<file path="src/rtl/disp_share_arbiter_pkg.sv">
// Shared definitions for the display-sharing arbiter: FSM encoding and display widths.
package disp_pkg;

    localparam int unsigned DIGIT_W = 4;
    localparam int unsigned DISP_W  = 16;

    typedef enum logic {
        ST_IDLE = 1'b0,
        ST_SHOW = 1'b1
    } state_t;

endpackage

</file>
<file path="src/rtl/disp_share_arbiter_rr_picker.sv">
// Combinational round-robin picker: first asserted request after 'last', wrapping,
// optionally skipping one excluded index.
module rr_picker #(
    parameter int unsigned N = 4
) (
    input  logic [N-1:0]         req,
    input  logic [$clog2(N)-1:0] last,
    input  logic                 excl_en,
    input  logic [$clog2(N)-1:0] excl_idx,
    output logic                 any,
    output logic [$clog2(N)-1:0] idx
);

    localparam int unsigned IW = $clog2(N);

    logic [IW-1:0] w_cand;

    // Scan from farthest to nearest so the nearest candidate after 'last' wins.
    always_comb begin
        any    = 1'b0;
        idx    = '0;
        w_cand = '0;
        for (int unsigned k = N; k >= 1; k--) begin
            w_cand = IW'((32'(last) + k) % N);
            if (req[w_cand] && !(excl_en && (w_cand == excl_idx))) begin
                any = 1'b1;
                idx = w_cand;
            end
        end
    end

endmodule

</file>
<file path="src/rtl/disp_share_arbiter.sv">
// Round-robin time-slicing of one 4-digit seven-segment display among NUM_REQ requesters,
// with a minimum dwell per grant, a lock to freeze ownership and a done pulse per completed dwell.
module disp_share_arbiter
    import disp_pkg::*;
#(
    parameter int unsigned NUM_REQ = 4,
    parameter int unsigned DWELL   = 5000000,
    parameter int unsigned CNT_W   = 24
) (
    input  logic                      clk,
    input  logic                      rst,
    input  logic [NUM_REQ-1:0]        req,
    input  logic [DISP_W*NUM_REQ-1:0] data_flat,
    input  logic                      lock,
    output logic [NUM_REQ-1:0]        gnt,
    output logic [DISP_W-1:0]         disp_data,
    output logic                      disp_valid,
    output logic [NUM_REQ-1:0]        done
);

    localparam int unsigned OW = $clog2(NUM_REQ);

    state_t               r_state;
    logic [OW-1:0]        r_owner;
    logic [OW-1:0]        r_last;
    logic [CNT_W-1:0]     r_cnt;
    logic [NUM_REQ-1:0]   r_gnt;
    logic [NUM_REQ-1:0]   r_done;
    logic                 r_valid;
    logic [DISP_W-1:0]    r_disp_data;

    logic                 w_expire;
    logic                 w_own_req;
    logic [OW-1:0]        w_pick_last;
    logic                 w_excl_en;
    logic                 w_any;
    logic [OW-1:0]        w_pick;
    logic                 w_nxt_show;
    logic [OW-1:0]        w_nxt_owner;
    logic                 w_cnt_clr;
    logic                 w_cnt_inc;
    logic                 w_done_set;
    logic [DISP_W-1:0]    w_nxt_data;

    assign w_own_req   = req[r_owner];
    assign w_expire    = (r_state == ST_SHOW) && !lock && (r_cnt == CNT_W'(DWELL - 1));
    // On expiry the rotation restarts after the owner; on an early drop the owner is skipped.
    assign w_pick_last = w_expire ? r_owner : r_last;
    assign w_excl_en   = (r_state == ST_SHOW) && !w_expire;

    rr_picker #(
        .N (NUM_REQ)
    ) u_picker (
        .req      (req),
        .last     (w_pick_last),
        .excl_en  (w_excl_en),
        .excl_idx (r_owner),
        .any      (w_any),
        .idx      (w_pick)
    );

    // Next owner / counter control.
    always_comb begin
        w_nxt_show  = 1'b0;
        w_nxt_owner = r_owner;
        w_cnt_clr   = 1'b0;
        w_cnt_inc   = 1'b0;
        case (r_state)
            ST_IDLE: begin
                if (w_any) begin
                    w_nxt_show  = 1'b1;
                    w_nxt_owner = w_pick;
                    w_cnt_clr   = 1'b1;
                end
            end
            ST_SHOW: begin
                if (lock) begin
                    w_nxt_show = 1'b1;
                end else if (w_expire || !w_own_req) begin
                    if (w_any) begin
                        w_nxt_show  = 1'b1;
                        w_nxt_owner = w_pick;
                        w_cnt_clr   = 1'b1;
                    end
                end else begin
                    w_nxt_show = 1'b1;
                    w_cnt_inc  = 1'b1;
                end
            end
            default: ;
        endcase
    end

    // done is registered so it is visible during the final cycle of the dwell.
    assign w_done_set = (r_state == ST_SHOW) && !lock && w_own_req &&
                        (r_cnt == CNT_W'(DWELL - 2));

    always_comb begin
        w_nxt_data = '0;
        for (int unsigned i = 0; i < NUM_REQ; i++) begin
            if (w_nxt_owner == OW'(i)) begin
                w_nxt_data = data_flat[i*DISP_W +: DISP_W];
            end
        end
    end

    always_ff @(posedge clk) begin
        if (rst) begin
            r_state     <= ST_IDLE;
            r_owner     <= '0;
            r_last      <= OW'(NUM_REQ - 1);
            r_cnt       <= '0;
            r_gnt       <= '0;
            r_done      <= '0;
            r_valid     <= 1'b0;
            r_disp_data <= '0;
        end else begin
            r_state <= w_nxt_show ? ST_SHOW : ST_IDLE;
            r_owner <= w_nxt_owner;
            if (w_cnt_clr) begin
                r_cnt <= '0;
            end else if (w_cnt_inc) begin
                r_cnt <= r_cnt + CNT_W'(1);
            end
            if (w_expire) begin
                r_last <= r_owner;
            end
            r_gnt   <= w_nxt_show ? (NUM_REQ'(1) << w_nxt_owner) : '0;
            r_valid <= w_nxt_show;
            r_done  <= w_done_set ? (NUM_REQ'(1) << r_owner) : '0;
            if (w_nxt_show) begin
                r_disp_data <= w_nxt_data;
            end
        end
    end

    assign gnt        = r_gnt;
    assign disp_data  = r_disp_data;
    assign disp_valid = r_valid;
    assign done       = r_done;

endmodule

</file>
<file path="config.mk">
export PLATFORM = sky130hd
export DESIGN_NAME = disp_share_arbiter
export DESIGN_NICKNAME = d
export VERILOG_FILES = /design/src/rtl/disp_share_arbiter_pkg.sv /design/src/rtl/disp_share_arbiter_rr_picker.sv /design/src/rtl/disp_share_arbiter.sv
export SDC_FILE = /design/constraint.sdc
export NUM_CORES = 1
export LEC_CHECK = 0
export ABC_AREA = 1
export CELL_PAD_IN_SITES_DETAIL_PLACEMENT = 0
export CELL_PAD_IN_SITES_GLOBAL_PLACEMENT = 2
export CORE_ASPECT_RATIO = 0.75
export CORE_UTILIZATION = 27
export CTS_CLUSTER_DIAMETER = 100
export DETAILED_ROUTE_END_ITERATION = 10
export PLACE_DENSITY = 0.91
export SLEW_MARGIN = 20
export SYNTH_ARGS = -nofsm -noshare
export SYNTH_HDL_FRONTEND = slang
export SYNTH_SLANG_ARGS = --single-unit
</file>
<file path="constraint.sdc">
create_clock -name clk -period 4.65 [get_ports clk]
set_input_delay 0.93 -clock clk [delete_from_list [all_inputs] [get_ports clk]]
set_output_delay 0.93 -clock clk [all_outputs]
set_load 0.02 [all_outputs]
</file>
# Yosys cells after proc, flatten, opt, wreduce, memory -nomap -nowiden
# Index checks and enable logic that the tools add are counted.
[classes] add_sub_neg=5 magnitude_cmp=5 n_eq_ne=9 shift=2 n_mux=38 bitwise_logic=3 reduce_logical=25
[ops] op="$mux 16" n=4
[ops] op="$eq 24x23->1 const B" n=2
[ops] op="$add 24x1->24 const B" n=1
[ops] op="$mux 1" n=18
[ops] op="$mux 2" n=8
[ops] op="$lt 2x3->1 const B" n=5
[ops] op="$logic_and 1x1->1" n=13
[ops] op="$bmux 1 s2" n=5
[ops] op="$eq 2x2->1" n=4
[ops] op="$shl 1x2->4 const A" n=2
[ops] op="$logic_not 1->1" n=7
[ops] op="$reduce_or 2->1" n=3
[ops] op="$add 2x1->2 const B" n=2
[ops] op="$add 2x2->2 const B" n=2
[ops] op="$eq 2x2->1 const B" n=2
[ops] op="$pmux 1 s2" n=2
[ops] op="$pmux 2 s2" n=1
[ops] op="$not 1->1" n=3
[ops] op="$eq 2x1->1 const B" n=1
[ops] op="$logic_not 2->1" n=1
[ops] op="$logic_or 1x1->1" n=1
[word_totals] regBits=54 in_bits=71 output_inout_bits=25

# Logic depth before layout (Yosys ltp)
# Gate-level depths: netlist (run 1).
[depth] word_depth=22 depth_mapped=25 depth_no_buf=24

# By module
# Synthesis (run 1) repeated with hierarchy kept, for this count alone.
[unflattened] hier_cells=564 area_unflattened_um2=3507.1
[by_module_without_submodules] mod="disp_share_arbiter" instances=1 cells_per_inst=495 area_each_um2=3191.8 seq_area_each_um2=1061.0
[by_module_without_submodules] mod="rr_picker" instances=1 cells_per_inst=69 area_each_um2=315.3 seq_area_each_um2=0.0

# Least setup slack after synthesis (run 1)
# Ideal clock, no wire load.
[synth_path] kind="input to register" from="in lock" to="reg r_disp_data[0], in the netlist disp_data[0]" arrival_ns=2.779 t_required_ns=4.530 path_slack_ns=1.751 stages=20 cell_sequence="nor2_2 nand4_2 nand2_2 nand2_4 nand2_4 nand2_2 nand2_1 nand3_2 nand2_4 nand3_2 nand2_2 inv_2 nand2_2 nand2_4 buf_6 buf_6 o21ai_1 nand2_1 nand2_1 nand2_1"
[synth_via] elab_chain_cells=22 elab_cells_between_ends=59 classes_between="add/sub (4); eq/ne (7); mux (29); reduce/logical (19)"
[synth_rtl] item="from (decl)" line_no="disp_share_arbiter.sv:14" text="input logic lock,"
[synth_rtl] item="$logic_not 1->1" line_no="disp_share_arbiter.sv:46" text="assign w_expire = (r_state == ST_SHOW) && !lock && (r_cnt == CNT_W'(DWELL - 1));"
[synth_rtl] item="$logic_and 1x1->1 (2 in a row)" line_no="disp_share_arbiter.sv:46"
[synth_rtl] item="$mux 2"
[synth_rtl] item="$add 2x1->2" line_no="disp_share_arbiter_rr_picker.sv:24" text="w_cand = IW'((32'(last) + k) % N);"
[synth_rtl] item="$eq 2x2->1" line_no="disp_share_arbiter_rr_picker.sv:25" text="if (req[w_cand] && !(excl_en && (w_cand == excl_idx))) begin"
[synth_rtl] item="$logic_and 1x1->1" line_no="disp_share_arbiter_rr_picker.sv:25"
[synth_rtl] item="$logic_not 1->1" line_no="disp_share_arbiter_rr_picker.sv:25"
[synth_rtl] item="$logic_and 1x1->1" line_no="disp_share_arbiter_rr_picker.sv:25"
[synth_rtl] item="$mux 2 or $mux 1 (tied branches) (4 in a row)" line_no="disp_share_arbiter_rr_picker.sv:25"
[synth_rtl] item="$mux 2" line_no="disp_share_arbiter.sv:70, disp_share_arbiter.sv:80"
[synth_rtl] item="$mux 2" line_no="disp_share_arbiter.sv:79" text="end else if (w_expire || !w_own_req) begin"
[synth_rtl] item="$mux 2" line_no="disp_share_arbiter.sv:77" text="if (lock) begin"
[synth_rtl] item="$pmux 2 s2" line_no="disp_share_arbiter.sv:68" text="case (r_state)"
[synth_rtl] item="$logic_not 2->1" line_no="disp_share_arbiter.sv:101" text="if (w_nxt_owner == OW'(i)) begin"
[synth_rtl] item="$mux 16 (4 in a row)" line_no="disp_share_arbiter.sv:101"
[synth_rtl] item="to (signal assigned)" line_no="disp_share_arbiter.sv:132" text="r_disp_data <= w_nxt_data;"
[synth_rtl] item="to (decl)" line_no="disp_share_arbiter.sv:30" text="logic [DISP_W-1:0] r_disp_data;"
# Several ways; a longest one is shown, not always the timed one. The select of a mux whose other input is x is not followed.
# A chain may end at the register's enable or synchronous reset.

# Worst setup path after layout (run 1)
[layout_path] from="in lock" to="reg r_disp_data[4], in the netlist disp_data[4]"
# Same word-level chain as after synthesis.

==> impl_metrics.py, run 1 <==
metrics = {
    "outcome": {
        "status": "finished, final reports clean",
    },
    "min_path": {
        "holdPathStages": 2,
        "hold_class": "flop to flop",
        "hold_path_startpoint": "disp_data[3]$_SDFFE_PP0N_",
    },
    "global_routing": {
        "grt_pass1_wl_mm": 16.8,
        "antenna_found_initial": 0,
        "grt_max_degree": 25,
        "grtUsageTotal": 0.160,
        "gr-total-overflow": 0,
        "grt_pass1_vias": 3424,
    },
    "synthesis": {
        "synth_nets": 596,
        "synthTopCellsByCount": "151 x nand2_1, 80 x nor2_1, 53 x dfxtp_1, 38 x inv_1, 38 x nand3_1",
        "synth_ff_type": "dfxtp_1",
        "ys_types": 35,
        "yosys_register_bits": 53,
        "synth.area.top_cells": "dfxtp_1 31%, nand2_1 17%, nor2_1 8.9%",
        "synthCells": 523,
        "yosysTopAreaCell": "dfxtp_1",
        "syn_area_sq_um": 3390,
        "synthArstFlopShare": 0,
        "synth.avg_cell_area_sq_um": 6.48,
        "synth-edff-count": 0,
        "yosysSeqAreaShare": 0.313,
        "ys_warn_count": 0,
        "synth_most_common_cell": "nand2_1",
        "synth_top_cell_area_share": 0.313,
    },
    "critical_path": {
        "path_common_cell": "nand2_1",
        "crit_chain": "clkdlybuf4s50_1 -> nor2_2 -> nand4_2 -> nand2_1 -> nand2_2 -> nand2_2 -> nand2_2 -> nand2_1 -> nand3_2 -> nand2_2 -> nand3_2 -> nand3_1 -> nor2_2 -> nor2_4 -> nor2_4 -> nand2_1 -> nand4_1 -> nand2_1 -> nand2_1",
        "critPathArrivalTime_ns": 3.81,
        "slowest_stage": "clkdlybuf4s50_1",
        "cp_max_fo": 22,
        "crit_path_start": "lock",
        "cp.required_ns": 4.84,
        "crit_path_end_kind": "flop",
        "r2r_cells": 22,
        "worst_setup_path_start_kind": "input pin",
        "worst_path_largest_cell_delay_ns": 0.46,
        "worstReg2RegStart": "r_cnt[0]$_SDFFE_PP0P_",
        "critPathKind": "input pin to flop",
    },
    "pwr": {
        "clockPowerShare": 0.341,
        "p_switching_mw": 0.391,
        "cellPowerDensity_nw_per_um2": 280,
        "p_sw_frac": 0.301,
        "combPwrFrac": 0.270,
        "seq_power_share": 0.388,
        "ir_drop_mv": 0.156,
        "p_int_mw": 0.909,
        "power.total_mw": 1.30,
        "p_leak_nw": 1.91,
    },
    "drt": {
        "first_pass_iters": 5,
        "drt_iter0_markers": 267,
        "route.detailed.drc": 0,
        "wl_per_cell_um": 13.0,
        "routed_wirelength_mm": 10.2,
        "via_count": 3623,
        "antenna_left": 0,
        "viasPerCell": 4.64,
    },
    "timing": {
        "worst_slew_pin_slew_ns": 0.867,
        "timing.final.crit_share": 0.778,
        "setup_viol": 0,
        "max_freq_ghz": 0.276,
        "setup_tns_ns": 0,
        "finalCriticalPeriod_ns": 3.62,
        "rsz0062_at_grt": "false",
        "slew_viol_final": 0,
        "hold_viol": 0,
        "max_slew_margin": 0.421,
        "skew_ns": 0.00862,
    },
    "placed_design": {
        "portBuffers": 95,
        "hpwl_mm": 8.04,
        "dp.cells": 773,
        "gp_congestion": 0.868,
    },
    "final_layout": {
        "area_growth_pct": 36.8,
        "drive_gt1_frac": 0.115,
        "nets": 687,
        "n_fill_cell": 1303,
        "final_cells": 781,
        "regArea_sq_um": 1060,
        "multi_input_area_sq_um": 2040,
        "antenna-diode-count": 0,
    },
    "clock_network": {
        "cts_max_level": 2,
        "clockBufferDepth": 2,
        "cts_hold_buf": 0,
        "clk_pin_slew_ns": 0.07,
        "cts.sinks": 53,
        "postCtsSetupBuffers": 0,
        "cts_tree": "built",
        "clk_latency_ns": 0.29,
        "ctsResizeCount": 0,
        "cts_buffers": 5,
        "cts-root-buf": "clkbuf_16",
    },
    "floorplan": {
        "start_util": 0.276,
        "coreArea_sq_um": 12300,
        "die_y_um": 99.0,
        "die_w_um": 131,
        "ios": 96,
        "std_cell_rows": 35,
        "dieArea_sq_um": 13000,
    },
    "run": {
        "cap_violations": 0,
    },
}
-- layer usage --
metal / track usage / wire [um] / vias to the layer above / share of wire
li1: - / - / 1865 / -
met1: 0.244 / 5550 / 1664 / 0.55
met2: 0.232 / 4120 / 87 / 0.41
met3: 0.0237 / 404 / 7 / 0.040
met4: 0.0376 / 87 / 0 / 0.0086
met5: 0 / 0 / - / 0
-- power groups by stage --
stage	combinational [mW]	sequential (mW)	clock, mW
final	0.351	0.505	0.444
after global routing	0.389	0.509	0.481
after CTS	0.352	0.505	0.462
after detailed placement	0.351	0.515	0
after global placement	0.351	0.515	0
after floorplan	0.176	0.544	0
-- critical path: cells and delay by family --
family	cells	cell delay [ns]
AND/OR/NAND/NOR	18	2.42
buffers and inverters	1	0.46
-- cell families after synthesis --
| kind of cell | count (synthesis) | share of synthesized area |
|---|---|---|
| flops | 53 | 0.313 |
| fa+ha+maj | 2 | 0.00738 |
| buf+inv | 64 | 0.0860 |
| compound gates | 47 | 0.0831 |
| xor+xnor | 10 | 0.0258 |
| simple gates | 347 | 0.485 |
-- path summary, 6_finish.rpt --
path | endpoint | slack [ns]
worst max-delay path | disp_data[4]$_SDFFE_PP0N_ | 1.03
worst min-delay path | disp_data[3]$_SDFFE_PP0N_ | 0.45
worst max register to register | disp_data[4]$_SDFFE_PP0N_ | 1.45
worst min register to register | disp_data[3]$_SDFFE_PP0N_ | 0.45
-- metrics by stage --
stage	worst slack, ns	hold slack [ns]	utilization	instance area [sq um]
after floorplan	1.75	0.470	-	3390
after global placement	0.836	0.437	0.364	4460
after detailed placement	0.769	0.445	0.364	4460
after CTS	1.06	0.459	0.378	4640
after global routing	0.728	0.483	0.378	4640
final	1.03	0.454	0.378	4640
-- cell usage in the layout (no fill, tap or decap) --
master and n:
nor4_1 1, nor3b_1 2, o211ai_1 1, nand2_1 151, a32o_1 1, nor3_1 12
nor4b_1 1, nand3_1 38, nand2_4 5, nor2_1 80, ha_1 2, nand4_2 3
nand2_2 17, o21ai_1 5, bufinv_16 1, a22oi_1 11, nand4_1 14, clkdlybuf4s50_1 95
clkbuf_16 5, or2_0 1, inv_1 38, nand3_4 1, o21ai_0 15, clkinvlp_4 1
nor3_4 1, xnor2_1 1, inv_2 14, clkbuf_8 1, nand3_2 6, nor2_2 8
a21oi_1 13, xor2_1 9, o21ai_4 1, buf_4 1, nor2_4 4, dfxtp_1 53
or2_2 2
-- final cells by class --
| class | instances | share of cell area |
|---|---|---|
| clock inverter | 2 | 0.00810 |
| timing repair buffer | 96 | 0.207 |
| clock buffer | 6 | 0.0300 |
| inverter | 52 | 0.0421 |
| sequential | 53 | 0.229 |
| tap | 166 | 0.0448 |
| multi-input combinational | 406 | 0.439 |
-- state kept, by name, indices dropped and copies added, names as in the netlist --
signal / cells
disp_data: 16
done: 4
gnt: 4
r_cnt: 24
r_last: 2
r_owner: 2
r_state: 1
Note: power is estimated with default switching activity, not from simulation.
==> run 2: changes to the inputs <==
--- a/config.mk
+++ b/config.mk
@@ -9,10 +9,10 @@
 export CELL_PAD_IN_SITES_DETAIL_PLACEMENT = 0
 export CELL_PAD_IN_SITES_GLOBAL_PLACEMENT = 2
 export CORE_ASPECT_RATIO = 0.75
-export CORE_UTILIZATION = 27
+export CORE_UTILIZATION = 23
 export CTS_CLUSTER_DIAMETER = 100
 export DETAILED_ROUTE_END_ITERATION = 10
-export PLACE_DENSITY = 0.91
+export PLACE_DENSITY = 0.83
 export SLEW_MARGIN = 20
 export SYNTH_ARGS = -nofsm -noshare
 export SYNTH_HDL_FRONTEND = slang
==> constraint.sdc (replaced) <==
create_clock -name clk -period 3.05 [get_ports clk]
set_input_delay 0.61 -clock clk [delete_from_list [all_inputs] [get_ports clk]]
set_output_delay 0.61 -clock clk [all_outputs]
set_load 0.02 [all_outputs]
==> run 2 against run 1 <==
  * Via count increased by 3.3%
  * Sequential cell count unchanged
  * Combinational power is 77% higher
  * Design area rose by 13%
  * Largest cell class unchanged
  * Power rose by 60%
==> impl_metrics.py, run 2 (synthesis results as in run 1) <==
metrics = {
    "outcome": {
        "status": "finished, final reports clean",
    },
    "final_layout": {
        "antenna-diode-count": 0,
        "final_cell_mix": "149 x nand2_1, 94 x clkdlybuf4s50_1, 73 x nor2_1",
        "drive_gt1_frac": 0.215,
        "n_fill_cell": 1540,
        "nets": 737,
        "final_common_cell": "nand2_1",
        "regMostFlops": "r_cnt",
        "largest_reg_flops": 24,
        "design_area_sq_um": 5220,
        "area_growth_pct": 54.0,
    },
    "global_routing": {
        "gr-total-overflow": 0,
        "grt_pass1_vias": 3698,
        "grt_pass1_wl_mm": 18.0,
        "grtUsageTotal": 0.151,
        "antenna_found_initial": 0,
        "grt_max_degree": 18,
    },
    "pwr": {
        "p_switching_mw": 0.630,
        "p_sw_frac": 0.303,
        "p_leak_nw": 2.21,
        "clockPowerShare": 0.332,
        "power.total_mw": 2.08,
        "cellPowerDensity_nw_per_um2": 398,
        "ir_drop_mv": 0.266,
        "seq_power_share": 0.369,
        "combPwrFrac": 0.300,
        "p_int_mw": 1.45,
    },
    "placed_design": {
        "dpl_cell_area_sq_um": 4870,
        "hpwl_mm": 8.67,
        "portBuffers": 95,
        "gp_congestion": 0.838,
    },
    "critical_path": {
        "cp_max_fo": 3,
        "cp.required_ns": 3.28,
        "worst_setup_path_start_kind": "input pin",
        "crit_path_end_kind": "flop",
        "critPathArrivalTime_ns": 3.02,
        "critPathKind": "input pin to flop",
    },
    "clock_network": {
        "cts_buffers": 5,
        "cts-root-buf": "clkbuf_16",
        "cts_tree": "built",
        "clk_pin_slew_ns": 0.07,
        "cts_max_level": 2,
        "cts_hold_buf": 0,
        "clockBufferDepth": 2,
        "cts.sinks": 53,
        "clk_latency_ns": 0.31,
    },
    "timing": {
        "slew_viol_final": 0,
        "hold_viol": 0,
        "setup_viol": 0,
        "hold_ws_ns": 0.459,
        "setup_tns_ns": 0,
        "worst_slew_pin_slew_ns": 0.548,
        "max_freq_ghz": 0.358,
        "rsz0062_at_grt": "false",
        "skew_ns": 0.00821,
        "finalCriticalPeriod_ns": 2.79,
        "max_slew_margin": 0.629,
        "timing.final.crit_share": 0.915,
    },
    "floorplan": {
        "coreArea_sq_um": 14400,
        "die_w_um": 142,
        "ios": 96,
        "std_cell_rows": 38,
        "die_y_um": 107,
        "start_util": 0.235,
        "dieArea_sq_um": 15200,
    },
    "run": {
        "cap_violations": 0,
    },
    "drt": {
        "route.detailed.drc": 0,
        "first_pass_iters": 4,
        "antenna_left": 0,
        "viasPerCell": 4.33,
        "routed_wirelength_mm": 10.9,
        "drt_iter0_markers": 298,
        "via_count": 3743,
        "wl_per_cell_um": 12.6,
    },
    "min_path": {
        "hold_class": "flop to flop",
    },
}
[run 2: cell types whose count changed in the layout (fill, tap and decap cells not counted), moves of 4 or more]
cell	change
buf_4	+47
dfxtp_1	-7
dfxtp_2	+6
nor2_4	+5
nand2_4	+4
nor2_1	-7
[run 2: final cells by class]
class,count,area [sq um],share of cell area
inverters,52,195,0.0374
repair buffers,146,1370,0.261
multi-input cells,406,2160,0.414
well taps,200,250,0.0479
clock buffers,6,139,0.0266
clock inverters,2,37.5,0.00719
flip-flops and latches,53,1070,0.205
[run 2: routing by layer]
metal	vias to the layer above	global-route usage	part of all wire
met5	-	0	0
met3	15	0.0277	0.037
met1	1705	0.215	0.52
met4	0	0.0576	0.018
met2	62	0.221	0.42
li1	1961	-	-
[run 2: worst paths after layout]
path	depth (start not counted)	startpoint	to	slack, ns
setup reg to reg	20	r_cnt[0]$_SDFFE_PP0P_	disp_data[13]$_SDFFE_PP0N_	0.27
setup / recovery	13	req[1]	r_cnt[17]$_SDFFE_PP0P_	0.26
hold / removal	2	disp_data[3]$_SDFFE_PP0N_	disp_data[3]$_SDFFE_PP0N_	0.46
hold reg to reg	2	disp_data[3]$_SDFFE_PP0N_	disp_data[3]$_SDFFE_PP0N_	0.46
[run 2: power groups by stage]
stage                     Clock, mW  Combinational [mW]  Sequential, mW
final                         0.689               0.623           0.766
after global routing          0.739               0.686           0.772
after CTS                     0.717               0.612           0.767
after detailed placement          0               0.608           0.782
after global placement            0               0.609           0.781
after floorplan                   0               0.268           0.830
[run 2: through the flow]
step / utilization / setup slack [ns] / instances
2_1_floorplan: - / 0.471 / 523
3_3_place_gp: 0.338 / -0.280 / 853
3_5_place_dp: 0.338 / -0.321 / 853
4_1_cts: 0.350 / 0.00895 / 861
5_1_grt: 0.362 / 0.0101 / 865
6_report: 0.362 / 0.260 / 865
[run 2: repair_timing]
action,in CTS,in global routing
endpoints found under the setup margin,0,34
hold endpoints to repair,0,0
resized for setup,0,41
setup buffers,0,4
[run 2: critical path, cell delays in order]
cell and delay, ns:
clkdlybuf4s50_1 0.49, nand2_1 0.06, a32o_1 0.30, nor2_2 0.14, nand3_4 0.08, nor2_2 0.13, nand3_2 0.10, nor3_1 0.26
nand2_1 0.14, nor4_2 0.24, nand4_1 0.22, nand2_1 0.09, nor3b_1 0.16
